==> src/rtl/hazard_scoreboard_pkg.sv <==
// Shared types and helpers for the decode-side hazard/forwarding scoreboard.
package hazard_scoreboard_pkg;

   localparam int MAX_REG_BITS = 8;
   localparam int FWD_REGFILE  = 0;

   // One tracked in-flight register write; rd is zero-extended to MAX_REG_BITS.
   typedef struct packed {
      logic                    valid;
      logic [MAX_REG_BITS-1:0] rd;
      logic                    is_load;
   } entry_t;

   function automatic int ready_stage(input logic is_load, input int alu_ready, input int load_ready);
      return is_load ? load_ready : alu_ready;
   endfunction

endpackage

==> src/rtl/hazard_match.sv <==
// Youngest-match priority encoder for one source operand; purely combinational.
// Produces a stall request when the producer's result is not yet forwardable.
module hazard_match
   import hazard_scoreboard_pkg::*;
#(
   parameter int REG_BITS   = 5,
   parameter int DEPTH      = 3,
   parameter int ALU_READY  = 0,
   parameter int LOAD_READY = 1,
   parameter int SEL_BITS   = $clog2(DEPTH + 1)
) (
   input  entry_t [DEPTH-1:0]   entries,
   input  logic [REG_BITS-1:0]  src,
   input  logic                 used,
   output logic                 req,
   output logic [SEL_BITS-1:0]  fwd
);

   logic found;

   always_comb begin
      req   = 1'b0;
      fwd   = SEL_BITS'(FWD_REGFILE);
      found = 1'b0;
      // First hit in age order is the youngest producer; older ones are shadowed.
      for (int k = 0; k < DEPTH; k++) begin
         if (!found && used && (src != '0) && entries[k].valid &&
             (entries[k].rd == MAX_REG_BITS'(src))) begin
            found = 1'b1;
            if (k >= ready_stage(entries[k].is_load, ALU_READY, LOAD_READY))
               fwd = SEL_BITS'(k + 1);
            else
               req = 1'b1;
         end
      end
   end

endmodule

==> src/rtl/hazard_scoreboard.sv <==
// Tracks in-flight register writes beside decode; stall/forward selects are same-cycle combinational.
// Stalls hold decode until every used source is forwardable; flush overrides stall.
module hazard_scoreboard
   import hazard_scoreboard_pkg::*;
#(
   parameter int REG_BITS   = 5,
   parameter int DEPTH      = 3,
   parameter int ALU_READY  = 0,
   parameter int LOAD_READY = 1,
   parameter int SEL_BITS   = $clog2(DEPTH + 1)
) (
   input  logic                 clk,
   input  logic                 rst,
   input  logic                 issue_valid,
   input  logic                 issue_we,
   input  logic                 issue_is_load,
   input  logic [REG_BITS-1:0]  issue_rd,
   input  logic [REG_BITS-1:0]  src_a,
   input  logic [REG_BITS-1:0]  src_b,
   input  logic                 src_a_used,
   input  logic                 src_b_used,
   input  logic                 flush,
   output logic                 stall,
   output logic [SEL_BITS-1:0]  fwd_a,
   output logic [SEL_BITS-1:0]  fwd_b,
   output logic [31:0]          stall_count
);

   entry_t [DEPTH-1:0]  entries;
   entry_t              new_entry;
   logic                req_a;
   logic                req_b;
   logic [SEL_BITS-1:0] raw_fwd_a;
   logic [SEL_BITS-1:0] raw_fwd_b;

   hazard_match #(
      .REG_BITS   (REG_BITS),
      .DEPTH      (DEPTH),
      .ALU_READY  (ALU_READY),
      .LOAD_READY (LOAD_READY),
      .SEL_BITS   (SEL_BITS)
   ) u_match_a (
      .entries (entries),
      .src     (src_a),
      .used    (src_a_used),
      .req     (req_a),
      .fwd     (raw_fwd_a)
   );

   hazard_match #(
      .REG_BITS   (REG_BITS),
      .DEPTH      (DEPTH),
      .ALU_READY  (ALU_READY),
      .LOAD_READY (LOAD_READY),
      .SEL_BITS   (SEL_BITS)
   ) u_match_b (
      .entries (entries),
      .src     (src_b),
      .used    (src_b_used),
      .req     (req_b),
      .fwd     (raw_fwd_b)
   );

   always_comb begin
      stall = (req_a || req_b) && issue_valid && !flush;
      fwd_a = stall ? SEL_BITS'(FWD_REGFILE) : raw_fwd_a;
      fwd_b = stall ? SEL_BITS'(FWD_REGFILE) : raw_fwd_b;
   end

   // Non-writing, r0-writing, stalled or flushed issues all enter as bubbles.
   always_comb begin
      new_entry.valid   = issue_valid && issue_we && (issue_rd != '0) && !stall && !flush;
      new_entry.rd      = MAX_REG_BITS'(issue_rd);
      new_entry.is_load = issue_is_load;
   end

   always_ff @(posedge clk) begin
      if (rst) begin
         entries     <= '0;
         stall_count <= '0;
      end else begin
         for (int k = DEPTH - 1; k > 0; k--)
            entries[k] <= entries[k-1];
         entries[0] <= new_entry;
         if (stall && (stall_count != 32'hFFFF_FFFF))
            stall_count <= stall_count + 32'd1;
      end
   end

endmodule

==> config.mk <==
export PLATFORM = sky130hd
export DESIGN_NAME = hazard_scoreboard
export DESIGN_NICKNAME = d
export VERILOG_FILES = /design/src/rtl/hazard_scoreboard_pkg.sv /design/src/rtl/hazard_match.sv /design/src/rtl/hazard_scoreboard.sv
export SDC_FILE = /design/constraint.sdc
export NUM_CORES = 1
export LEC_CHECK = 0
export CORE_MARGIN = 2
export CORE_UTILIZATION = 30
export CTS_CLUSTER_SIZE = 8
export DETAILED_ROUTE_END_ITERATION = 8
export GPL_TIMING_DRIVEN = 0
export HOLD_SLACK_MARGIN = 0.15
export SLEW_MARGIN = 0
export SYNTH_ARGS = -nofsm -noshare
export SYNTH_HDL_FRONTEND = slang
export SYNTH_SLANG_ARGS = --single-unit
==> constraint.sdc <==
create_clock -name clk -period 4.4 [get_ports clk]
set_input_delay 1.1 -clock clk [delete_from_list [all_inputs] [get_ports clk]]
set_output_delay 1.1 -clock clk [all_outputs]
set_load 0.005 [all_outputs]
* Word level (Yosys, flattened, before mapping)
Index checks and enable logic that the tools add are counted.
W data, S select, Z words.
** Storage, ports and cells
- Register bits after elaboration :: 62
- Bits of input ports :: 23
** Cells by class
- Add/subtract/negate cells :: 1
- Order comparisons :: 3
- Equality and inequality tests :: 7
- Multiplexer cells :: 31
- Reduce and logical (&&, ||, !) cells :: 39
** Operators with widths (count)
- $eq A8 B5 Y1 :: 6
- $add A32 B1 Y32 const B :: 1
- $ge A1 B32 Y1 const A :: 1
- $ge A2 B32 Y1 const A :: 1
- $ge A3 B32 Y1 const A :: 1
- $ne A32 B32 Y1 const B :: 1
- $logic_and A1 B1 Y1 :: 29
- $mux W2 :: 12
- $mux W1 :: 19
- $reduce_bool A5 Y1 :: 3
- $logic_not A1 Y1 :: 6
- $logic_or A1 B1 Y1 :: 1

* Logic depth before layout (Yosys ltp)
Gate-level depths: netlist of the first run.
- Word-level depth :: 23
- Depth in mapped cells :: 10
- Depth with buffers taken out :: 7

* Modules after synthesis
A second synthesis of the first run with hierarchy kept.
** Second synthesis, totals
- Cell total of the unflattened synthesis :: 322
- Area, all modules :: 2811.4 um^2
** By module, submodules not included
- hazard_scoreboard :: times used 1, cells an instance 256, area an instance 2306.0 um^2
- hazard_match :: times used 2, cells an instance 33, area an instance 252.7 um^2

* Least setup slack after synthesis of the first run
OpenSTA, ideal clock, no wires.
- Kind :: input -> output
- Start :: in src_a[1]
- End :: out fwd_b[1]
- Arrival time :: 2.737 ns
- Required time :: 3.300 ns
- Slack :: 0.563 ns
- Stages on the path :: 7
- Path buffers :: 1
- Path through :: or4_1 > o21a_1 > and4_4 > o211ai_4 > buf_4 > inv_2 > a2111oi_2
** Between the ends
- Longest elaborated chain between the ends :: 21
** RTL lines
- start, declared :: RTL line hazard_scoreboard.sv:18 : input logic [REG_BITS-1:0] src_a,
- $reduce_bool A5 Y1 :: RTL line hazard_match.sv:27 : if (!found && used && (src != '0) && entries[k].valid &&
- $logic_and A1 B1 Y1 (3 in a row) :: RTL line hazard_match.sv:27
- $mux W1 :: RTL line hazard_match.sv:27
- $logic_not A1 Y1 :: RTL line hazard_match.sv:27
- $logic_and A1 B1 Y1 (4 in a row) :: RTL line hazard_match.sv:27
- $mux W1 :: RTL line hazard_match.sv:27
- $logic_not A1 Y1 :: RTL line hazard_match.sv:27
- $logic_and A1 B1 Y1 (4 in a row) :: RTL line hazard_match.sv:27
- $mux W1 * :: RTL line hazard_match.sv:27
- $logic_or A1 B1 Y1 * :: RTL line hazard_scoreboard.sv:65 : stall = (req_a || req_b) && issue_valid && !flush;
- $logic_and A1 B1 Y1 * (2 in a row) :: RTL line hazard_scoreboard.sv:65
- named net stall :: RTL line hazard_scoreboard.sv:23 : output logic stall,
- $mux W2 * :: RTL line hazard_scoreboard.sv:67 : fwd_b = stall ? SEL_BITS'(FWD_REGFILE) : raw_fwd_b;
- end, declared :: RTL line hazard_scoreboard.sv:25 : output logic [SEL_BITS-1:0] fwd_b,
The timed path passes the listed nets; every way through them passes the cells marked *.

* Worst setup path in the final report of the first run
- Start :: in src_b[1]
- End :: out fwd_b[0]
** Between the ends
- Longest elaborated chain between the ends :: 21
** RTL lines
- start, declared :: RTL line hazard_scoreboard.sv:19 : input logic [REG_BITS-1:0] src_b,
- $reduce_bool A5 Y1 :: RTL line hazard_match.sv:27
- $logic_and A1 B1 Y1 (3 in a row) :: RTL line hazard_match.sv:27
- $mux W1 :: RTL line hazard_match.sv:27
- $logic_not A1 Y1 :: RTL line hazard_match.sv:27
- $logic_and A1 B1 Y1 (4 in a row) :: RTL line hazard_match.sv:27
- $mux W1 :: RTL line hazard_match.sv:27
- $logic_not A1 Y1 :: RTL line hazard_match.sv:27
- $logic_and A1 B1 Y1 (4 in a row) :: RTL line hazard_match.sv:27
- $mux W1 :: RTL line hazard_match.sv:27
- $logic_or A1 B1 Y1 :: RTL line hazard_scoreboard.sv:65
- $logic_and A1 B1 Y1 (2 in a row) :: RTL line hazard_scoreboard.sv:65
- $mux W2 * :: RTL line hazard_scoreboard.sv:67
Every way passes the cells marked *; elsewhere a longest branch is shown, timed or not.

==> results of run 1 <==
-- worst min path at each step --
stage,to,startpoint,cells after the start,slack (ps)
finish,entries[19],entries[9],1,480
global route,entries[19],entries[9],1,500
CTS,entries[19],entries[9],1,490
detailed placement,entries[19],entries[9],1,480
global placement,entries[19],entries[9],1,480
floorplan,entries[29],entries[19],1,460
-- kinds of logic after synthesis --
logic type,Yosys count,share of synthesized area [%]
AO/OA/AOI/OAI,64,13.3
AND/OR/NAND/NOR,142,32.9
XOR/XNOR,30,9.77
adder cells (fa/ha/maj),1,0.465
buffers and inverters,18,3.82
multiplexers,4,1.77
flip-flops,51,38.0
-- registers in the layout, indices dropped and copies added, names as in the netlist --
register	flops
stall_count	32
entries	19
-- critical path: cells and delay by family --
family / cells / cell delay [ps]
AO/OA/AOI/OAI: 2 / 410
buffers and inverters: 2 / 480
AND/OR/NAND/NOR: 3 / 1220
-- where the power goes --
part	internal [µW]	switching, µW	total [µW]
Combinational	34.5	33.6	68.1
Sequential	468	6.25	474
Clock	227	155	383
-- stage by stage --
stage,utilization (%),instances
final,41.7,490
after global routing,41.7,490
after CTS,41.4,489
after detailed placement,39.0,476
after global placement,39.0,476
after floorplan,-,310
-- layer usage --
metal / part of all wire [%] / GRT usage, % / vias to the layer above
met3: 4.1 / 1.77 / 7
met2: 48 / 25.4 / 70
met4: 1.3 / 4.64 / 0
met5: 0 / 0 / -
li1: - / - / 1286
met1: 47 / 20.7 / 1219
-- Yosys cell counts, types with 2 or more instances --
cell,count,area share (%)
a21oi_1,31,5.8
and2_1,2,0.47
and3_1,16,3.7
and4_1,4,1.3
and4_4,2,0.84
buf_2,3,0.56
buf_4,2,0.56
buf_6,3,1.3
clkbuf_1,8,1.1
dfxtp_1,51,38
nand2_1,7,0.98
nand2b_1,3,0.70
nand3_1,18,3.4
nand4_1,16,3.7
nor2_1,5,0.70
nor2b_1,21,4.9
nor3_1,3,0.56
nor3b_1,2,0.56
nor4_1,5,1.2
o21ai_0,16,3.0
o21ai_1,11,2.0
o31ai_1,3,0.84
or3_1,26,6.0
or4_1,7,2.0
xnor2_1,10,3.3
xor2_1,20,6.5
-- final cells by class --
class                      instances  area [µm²]
buffer                            16         100
inverter                           1        3.75
sequential                        51        1020
fill                             899        5080
clock inverter                     2        60.1
multi-input combinational        241        1610
timing repair buffer              65         632
clock buffer                       6        72.6
tap                              108         135
-- what timing repair did --
action / in CTS / in global routing
pin swaps: 3 / 2
setup buffers: 6 / 1
resized for setup: 36 / 3
cloned: 0 / 0
endpoints found under the hold margin: 0 / 0
endpoints found under the setup margin: 5 / 2
-- cell usage in the layout, fill, tap and decap left out, types with 2 or more instances in the layout --
cell type and count:
a21oi_1 30, and2_1 2, and3_1 16, and4_1 4, and4_4 2, buf_2 4, buf_4 7, buf_6 3
bufinv_16 2, clkbuf_1 9, clkbuf_8 5, clkdlybuf4s15_2 5, clkdlybuf4s50_1 44, dfxtp_1 51, dlygate4sd2_1 7, nand2_1 7
nand2b_1 3, nand3_1 18, nand4_1 16, nor2_1 4, nor2b_1 21, nor3_1 3, nor3b_1 2, nor4_1 4
o21ai_0 16, o21ai_1 10, o31ai_1 3, or3_1 26, or4_1 6, xnor2_1 10, xor2_1 20
==> impl_metrics.yaml, run 1 <==
setup_path:
  crit_start: "src_b[1]"
  critPathCaptureType: "output pin"
  worstSetupPathType: "in2out"
  slowest_delay_ps: 560
  r2r_slack_ps: 1830
  critPathCapture: "fwd_b[0]"
  worst_ep_required_time_ps: 3300
  cp_max_fo: 4
  cp_data_arrival_time_ps: 3210
  slowest_stage: "or4_4"
  crit_chain: "clkdlybuf4s15_2 -> or4_4 -> o21ai_4 -> nor3_4 -> or4b_1 -> a21oi_2 -> dlygate4sd2_1"
  ff2ff_path_depth: 10
  regToRegEndpoint: "stall_count[31]"
  startpoint_type: "input pin"
  r2r-start: "entries[2]"
finish:
  syn_to_final_growth_pct: 35.2
  postLayoutCellArea_mm2: 0.00364
  layout.nets: 405
  drive_gt1_share_pct: 11.3
  n_antenna_cell: 0
routing:
  post_drt_wl_per_cell_um: 14.8
  drc: 0
  drt-total-wl_um: 7280
  firstDrtPassIters: 4
  vias: 2582
  dr.first_iter.drc_count: 97
  viasPerCell: 5.27
  ant_nets: 0
logic_synthesis:
  postSynthAreaPerCell_um2: 8.67
  synth_area_mm2: 0.00269
  async_reset_ff_share_pct: 0
  ys_ff_latch: 51
  ys_seq_area_share_pct: 38.0
  synth_cells: 310
  yosysUniqueCellTypes: 41
  ys.flop_type: "dfxtp_1"
  synth.net_count: 334
  synth-edff-count: 0
  ys.warnings.count: 0
timing:
  clock_skew_ps: 12.0
  setup_violations: 0
  fin_ws_ps: 94.8
  tightest_slew_ps: 703
  min_period_ps: 4310
  rsz0062_at_grt: "no"
  final.setup.tns_ps: 0
  worst_hold_slack_ps: 481
  fmax_mhz: 232
  hold_viol_final: 0
  drv_slew: 0
  max_slew_margin_pct: 52.8
  finalCritPeriodShare_pct: 97.8
global_routing:
  grt_overflow_total: 0
  grt_pass1_wl_um: 12100
  grt_start_max_net_pins: 19
  antenna_found_initial: 0
  track_usage_pct: 15.2
  grt_pass1_vias: 2518
floorplan:
  die_w_um: 98.7
  start_util_pct: 30.8
  rows: 34
  core_mm2: 0.00872
  io-pin-count: 60
  die_area_mm2: 0.00974
  die_h_um: 98.7
hold_path:
  hp-class: "reg2reg"
clocking:
  cts_root_buffer: "clkbuf_8"
  ctsHoldBuffers: 0
  cts_tree: "done"
  clk_latency_ps: 300
  cts_sinks: 51
  cts_buffer_depth: 2
  clkTransAtPathRegs_ps: 100
  cts_buffers: 5
  htreeDepth: 2
power:
  leakagePower_uw: 0.00128
  ir_drop_mv: 0.131
  power-per-cell-area_mw_per_mm2: 254
  p_total_uw: 925
job:
  maxCapViolCount: 0
outcome:
  status: "complete, no violations"
place:
  dp_hpwl_um: 5400
  place.gp.congestion: 0.785
  placed_area_mm2: 0.00340
  place.port_buffers: 58
  place_ws_ps: -893
(Power assumes the default switching activity.)
==> run 2, diff against run 1 <==
clock period = 5.4 ns   (was 4.4 ns; I/O delays follow)
==> run 2 against run 1 <==
Sequential cell count stayed put. Utilization is 0.75 points lower. Die area stayed put. Worst hold slack better by 0.96 ps. First-iteration DRC count is 11% lower. Critical endpoint is now fwd_a[1]. Sequential share of layout area is 0.51 points higher. Global-route usage is 0.14 points lower.
==> impl_metrics.yaml, run 2 (synthesis results as in run 1) <==
floorplan:
  start_util_pct: 30.8
  die_w_um: 98.7
  die_area_mm2: 0.00974
  io-pin-count: 60
  core_mm2: 0.00872
  rows: 34
  die_h_um: 98.7
finish:
  layout.cells.non_filler: 487
  largest_reg_flops: 32
  reg_top3: "stall_count (32), entries (19)"
  syn_to_final_growth_pct: 32.8
  n_antenna_cell: 0
  layout_common_cells: "dfxtp_1, clkdlybuf4s50_1, a21oi_1, or3_1, nor2b_1"
  layout.nets: 402
  layout_commonest_cell: "dfxtp_1"
  finish.utilization_pct: 40.9
  drive_gt1_share_pct: 8.18
  top_register: "stall_count"
timing:
  rsz0062_at_grt: "no"
  hold_viol_final: 0
  tightest_slew_ps: 712
  clock_skew_ps: 10.2
  fmax_mhz: 189
  setup_violations: 0
  min_period_ps: 5300
  drv_slew: 0
  max_slew_margin_pct: 52.1
  finalCritPeriodShare_pct: 98.2
routing:
  ant_nets: 0
  dr.first_iter.drc_count: 86
  vias: 2569
  viasPerCell: 5.28
  drc: 0
  firstDrtPassIters: 4
  drt-total-wl_um: 7150
  post_drt_wl_per_cell_um: 14.7
setup_path:
  startpoint_type: "input pin"
  cp_max_fo: 10
  critPathCaptureType: "output pin"
  cp_data_arrival_time_ps: 3950
  worst_ep_required_time_ps: 4050
  worstSetupPathType: "in2out"
clocking:
  htreeDepth: 2
  cts_buffers: 5
  cts_buffer_depth: 2
  clk_latency_ps: 300
  cts_sinks: 51
  clkTransAtPathRegs_ps: 100
  cts_root_buffer: "clkbuf_8"
  cts_tree: "done"
place:
  dp_cells: 476
  place.gp.congestion: 0.785
  dp_hpwl_um: 5400
  place.port_buffers: 58
global_routing:
  grt_overflow_total: 0
  grtUsageMet2_pct: 25.2
  grt_start_max_net_pins: 16
  grt_pass1_wl_um: 12000
  grtUsageMet3_pct: 1.77
  track_usage_pct: 15.1
  antenna_found_initial: 0
  use_met1_pct: 20.4
  grt_pass1_vias: 2527
  top_usage_layer: "met2"
job:
  maxCapViolCount: 0
power:
  ir_drop_mv: 0.107
  leakagePower_uw: 0.00124
  power-per-cell-area_mw_per_mm2: 210
  p_total_uw: 751
outcome:
  status: "complete, no violations"
hold_path:
  hp-class: "reg2reg"
-- run 2: metal layers --
metal / routed length [µm] / vias to the layer above
met5: 0 / -
met4: 106 / 0
met3: 216 / 9
met2: 3420 / 43
met1: 3400 / 1238
li1: - / 1279
-- run 2: path summary, 6_finish.rpt --
kind | from | to | slack [ps] | cells past startpoint
min reg2reg | entries[9] | entries[19] | 480 | 1
max reg2reg | stall_count[0] | stall_count[31] | 2850 | 9
min | entries[9] | entries[19] | 480 | 1
max | src_a[4] | fwd_a[1] | 100 | 10
-- run 2: final cells by class --
type                            count  area (µm²)
Tap cell                          108         135
Clock inverter                      2        60.1
Multi-Input combinational cell    241        1580
Sequential cell                    51        1020
Inverter                            1        3.75
Fill cell                         906        5150
Timing Repair Buffer               61         599
Buffer                             17        98.8
Clock buffer                        6        72.6
-- run 2: power breakdown --
part	internal (µW)	switching, µW
combinational	27.5	26.1
sequential	381	5.15
clock	185	126
total	594	157
-- run 2: stage by stage --
stage | setup TNS (ps) | instance area (µm²) | setup slack (ps) | hold WS, ps
final | 0 | 3570 | 99.8 | 481
after global routing | 0 | 3570 | 24.4 | 502
after CTS | 0 | 3550 | 38.8 | 487
after detailed placement | -952 | 3400 | -393 | 480
after global placement | -1110 | 3400 | -426 | 477
after floorplan | 0 | 2690 | 1060 | 459
-- run 2: critical path, cell delays in order --
cell,delay [ps]
clkdlybuf4s50_1,520
xor2_1,220
nor4_1,400
and4_4,330
o211ai_4,90
buf_4,160
buf_6,130
buf_6,140
and3_1,160
clkdlybuf4s50_1,440
-- run 2: what timing repair did --
action / CTS / global route
hold buffers: 0 / 0
endpoints found under the setup margin: 4 / 1
pin swaps: 2 / 0
gates resized for setup: 8 / 4
setup buffers: 3 / 0
==> run 3, diff against run 2 <==
CELL_PAD_IN_SITES_DETAIL_PLACEMENT = 0   (was not set)
CELL_PAD_IN_SITES_GLOBAL_PLACEMENT = 1   (was not set)
HOLD_SLACK_MARGIN = not set   (was 0.15)
PLACE_DENSITY_LB_ADDON = 0.1   (was not set)
==> run 3 against run 2 <==
Via count shrank 1.1%. Wire length grew 7.3%. Worst hold slack gained 6.6 ps. Highest routed layer unchanged. First-iteration DRC count shrank 7.0%. Power shrank 3.5%.
==> impl_metrics.yaml, run 3 (synthesis results as in run 1) <==
outcome:
  status: "complete, no violations"
floorplan:
  start_util_pct: 30.8
  die_area_mm2: 0.00974
  die_w_um: 98.7
  io-pin-count: 60
  rows: 34
  die_h_um: 98.7
  core_mm2: 0.00872
global_routing:
  grt_start_max_net_pins: 16
  grt_overflow_total: 0
  track_usage_pct: 16.3
  antenna_found_initial: 0
  grt_pass1_vias: 2535
  grt_pass1_wl_um: 12700
finish:
  layout_common_cells: "dfxtp_1, clkdlybuf4s50_1, a21oi_1, or3_1, nor2b_1"
  drive_gt1_share_pct: 8.68
  reg_top3: "stall_count (32), entries (19)"
  top_register: "stall_count"
  regArea_mm2: 0.00102
  syn_to_final_growth_pct: 32.7
  layout.cells.non_filler: 488
  multi_input_area_mm2: 0.00158
  n_antenna_cell: 0
  layout.nets: 403
  layout_commonest_cell: "dfxtp_1"
  finish.utilization_pct: 40.9
  num-fill-cells: 874
  largest_reg_flops: 32
clocking:
  cts_tree: "done"
  cts_buffers: 5
  cts_sinks: 51
  clkTransAtPathRegs_ps: 100
  clk_latency_ps: 310
  cts_buffer_depth: 2
  htreeDepth: 2
  cts_root_buffer: "clkbuf_8"
timing:
  min_period_ps: 5240
  tightest_slew_ps: 722
  rsz0062_at_grt: "no"
  drv_slew: 0
  fmax_mhz: 191
  clock_skew_ps: 13.2
  setup_violations: 0
  max_slew_margin_pct: 51.5
  hold_viol_final: 0
  finalCritPeriodShare_pct: 97.1
power:
  p_clk_share_pct: 39.3
  leakagePower_uw: 0.00124
  power_frac_seq_pct: 53.3
  power-per-cell-area_mw_per_mm2: 203
  swShare_pct: 22.9
  p_int_uw: 559
  p_sw_uw: 166
  ir_drop_mv: 0.101
  power_frac_comb_pct: 7.4
job:
  maxCapViolCount: 0
routing:
  drt-total-wl_um: 7670
  vias: 2540
  post_drt_wl_per_cell_um: 15.7
  drc: 0
  ant_nets: 0
  firstDrtPassIters: 4
  dr.first_iter.drc_count: 80
  viasPerCell: 5.20
setup_path:
  cp_max_fo: 10
  worstSetupPathType: "in2out"
  critPathCaptureType: "output pin"
  cp_data_arrival_time_ps: 3890
  startpoint_type: "input pin"
  worst_ep_required_time_ps: 4050
hold_path:
  hp-class: "reg2reg"
place:
  place.gp.congestion: 0.808
  place.port_buffers: 58
  dp_hpwl_um: 5550
  dp_cells: 476
[run 3: changes by cell type in the layout (fill, tap and decap cells not counted)]
| cell | delta |
|---|---|
| clkdlybuf4s50_1 | +1 |
| buf_6 | +1 |
| dlygate4sd2_1 | -1 |
| bufinv_16 | -1 |
| clkbuf_8 | +1 |
| clkbuf_1 | -1 |
| clkinv_2 | +1 |
[run 3: power groups by stage]
stage | sequential [µW] | clock, µW | combinational, µW
CTS | 386 | 294 | 54.1
global route | 387 | 306 | 58.8
finish | 386 | 285 | 53.8
detailed placement | 395 | 0 | 55.1
floorplan | 394 | 0 | 26.7
global placement | 395 | 0 | 54.9
[run 3: stage by stage]
| step | setup slack [ps] | hold WS [ps] | TNS [ps] | total power (µW) | area [µm²] |
|---|---|---|---|---|---|
| 2_1_floorplan | 1060 | 459 | 0 | 421 | 2690 |
| 3_3_place_gp | -383 | 476 | -1060 | 450 | 3400 |
| 3_5_place_dp | -355 | 477 | -1050 | 450 | 3400 |
| 4_1_cts | 1.38 | 491 | 0 | 734 | 3550 |
| 5_1_grt | 27.8 | 505 | 0 | 752 | 3570 |
| 6_report | 158 | 488 | 0 | 725 | 3570 |
[run 3: layout make-up]
type                    count  share of cell area [%]
clock buffers               6                    2.31
multi-input cells         241                    44.3
flip-flops and latches     51                    28.6
well taps                 108                    3.79
repair buffers             62                    17.0
clock inverters             2                   0.982
plain buffers              17                    2.88
inverters                   1                   0.105
[run 3: worst paths after layout]
path                   from               to  slack (ps)  depth (start not counted)
max                src_a[1]         fwd_b[1]         160                          9
min              entries[9]      entries[19]         490                          1
max reg2reg  stall_count[0]  stall_count[31]        2830                          9
min reg2reg      entries[9]      entries[19]         490                          1
[run 3: worst max-delay path: stages]
cell             delay, ps
dlygate4sd2_1          300
or4_1                  550
o21a_1                 220
and4_4                 200
o211ai_4               230
buf_6                  180
inv_2                   80
a2111oi_2              210
clkdlybuf4s50_1        570
[run 3: layer usage]
layer	wire, µm	GRT usage, %	part of all wire [%]	up-vias
met5	0	0	0	-
met4	104	5.06	1.4	0
met3	294	3.76	3.8	10
met2	3500	25.1	46	47
met1	3770	22.6	49	1203
li1	-	-	-	1280
[run 3: repair_timing]
action	in CTS	in global routing
resized for setup	8	4
endpoints found under the setup margin	5	2
pin swaps	2	0
setup buffers	4	0
hold buffers	0	0
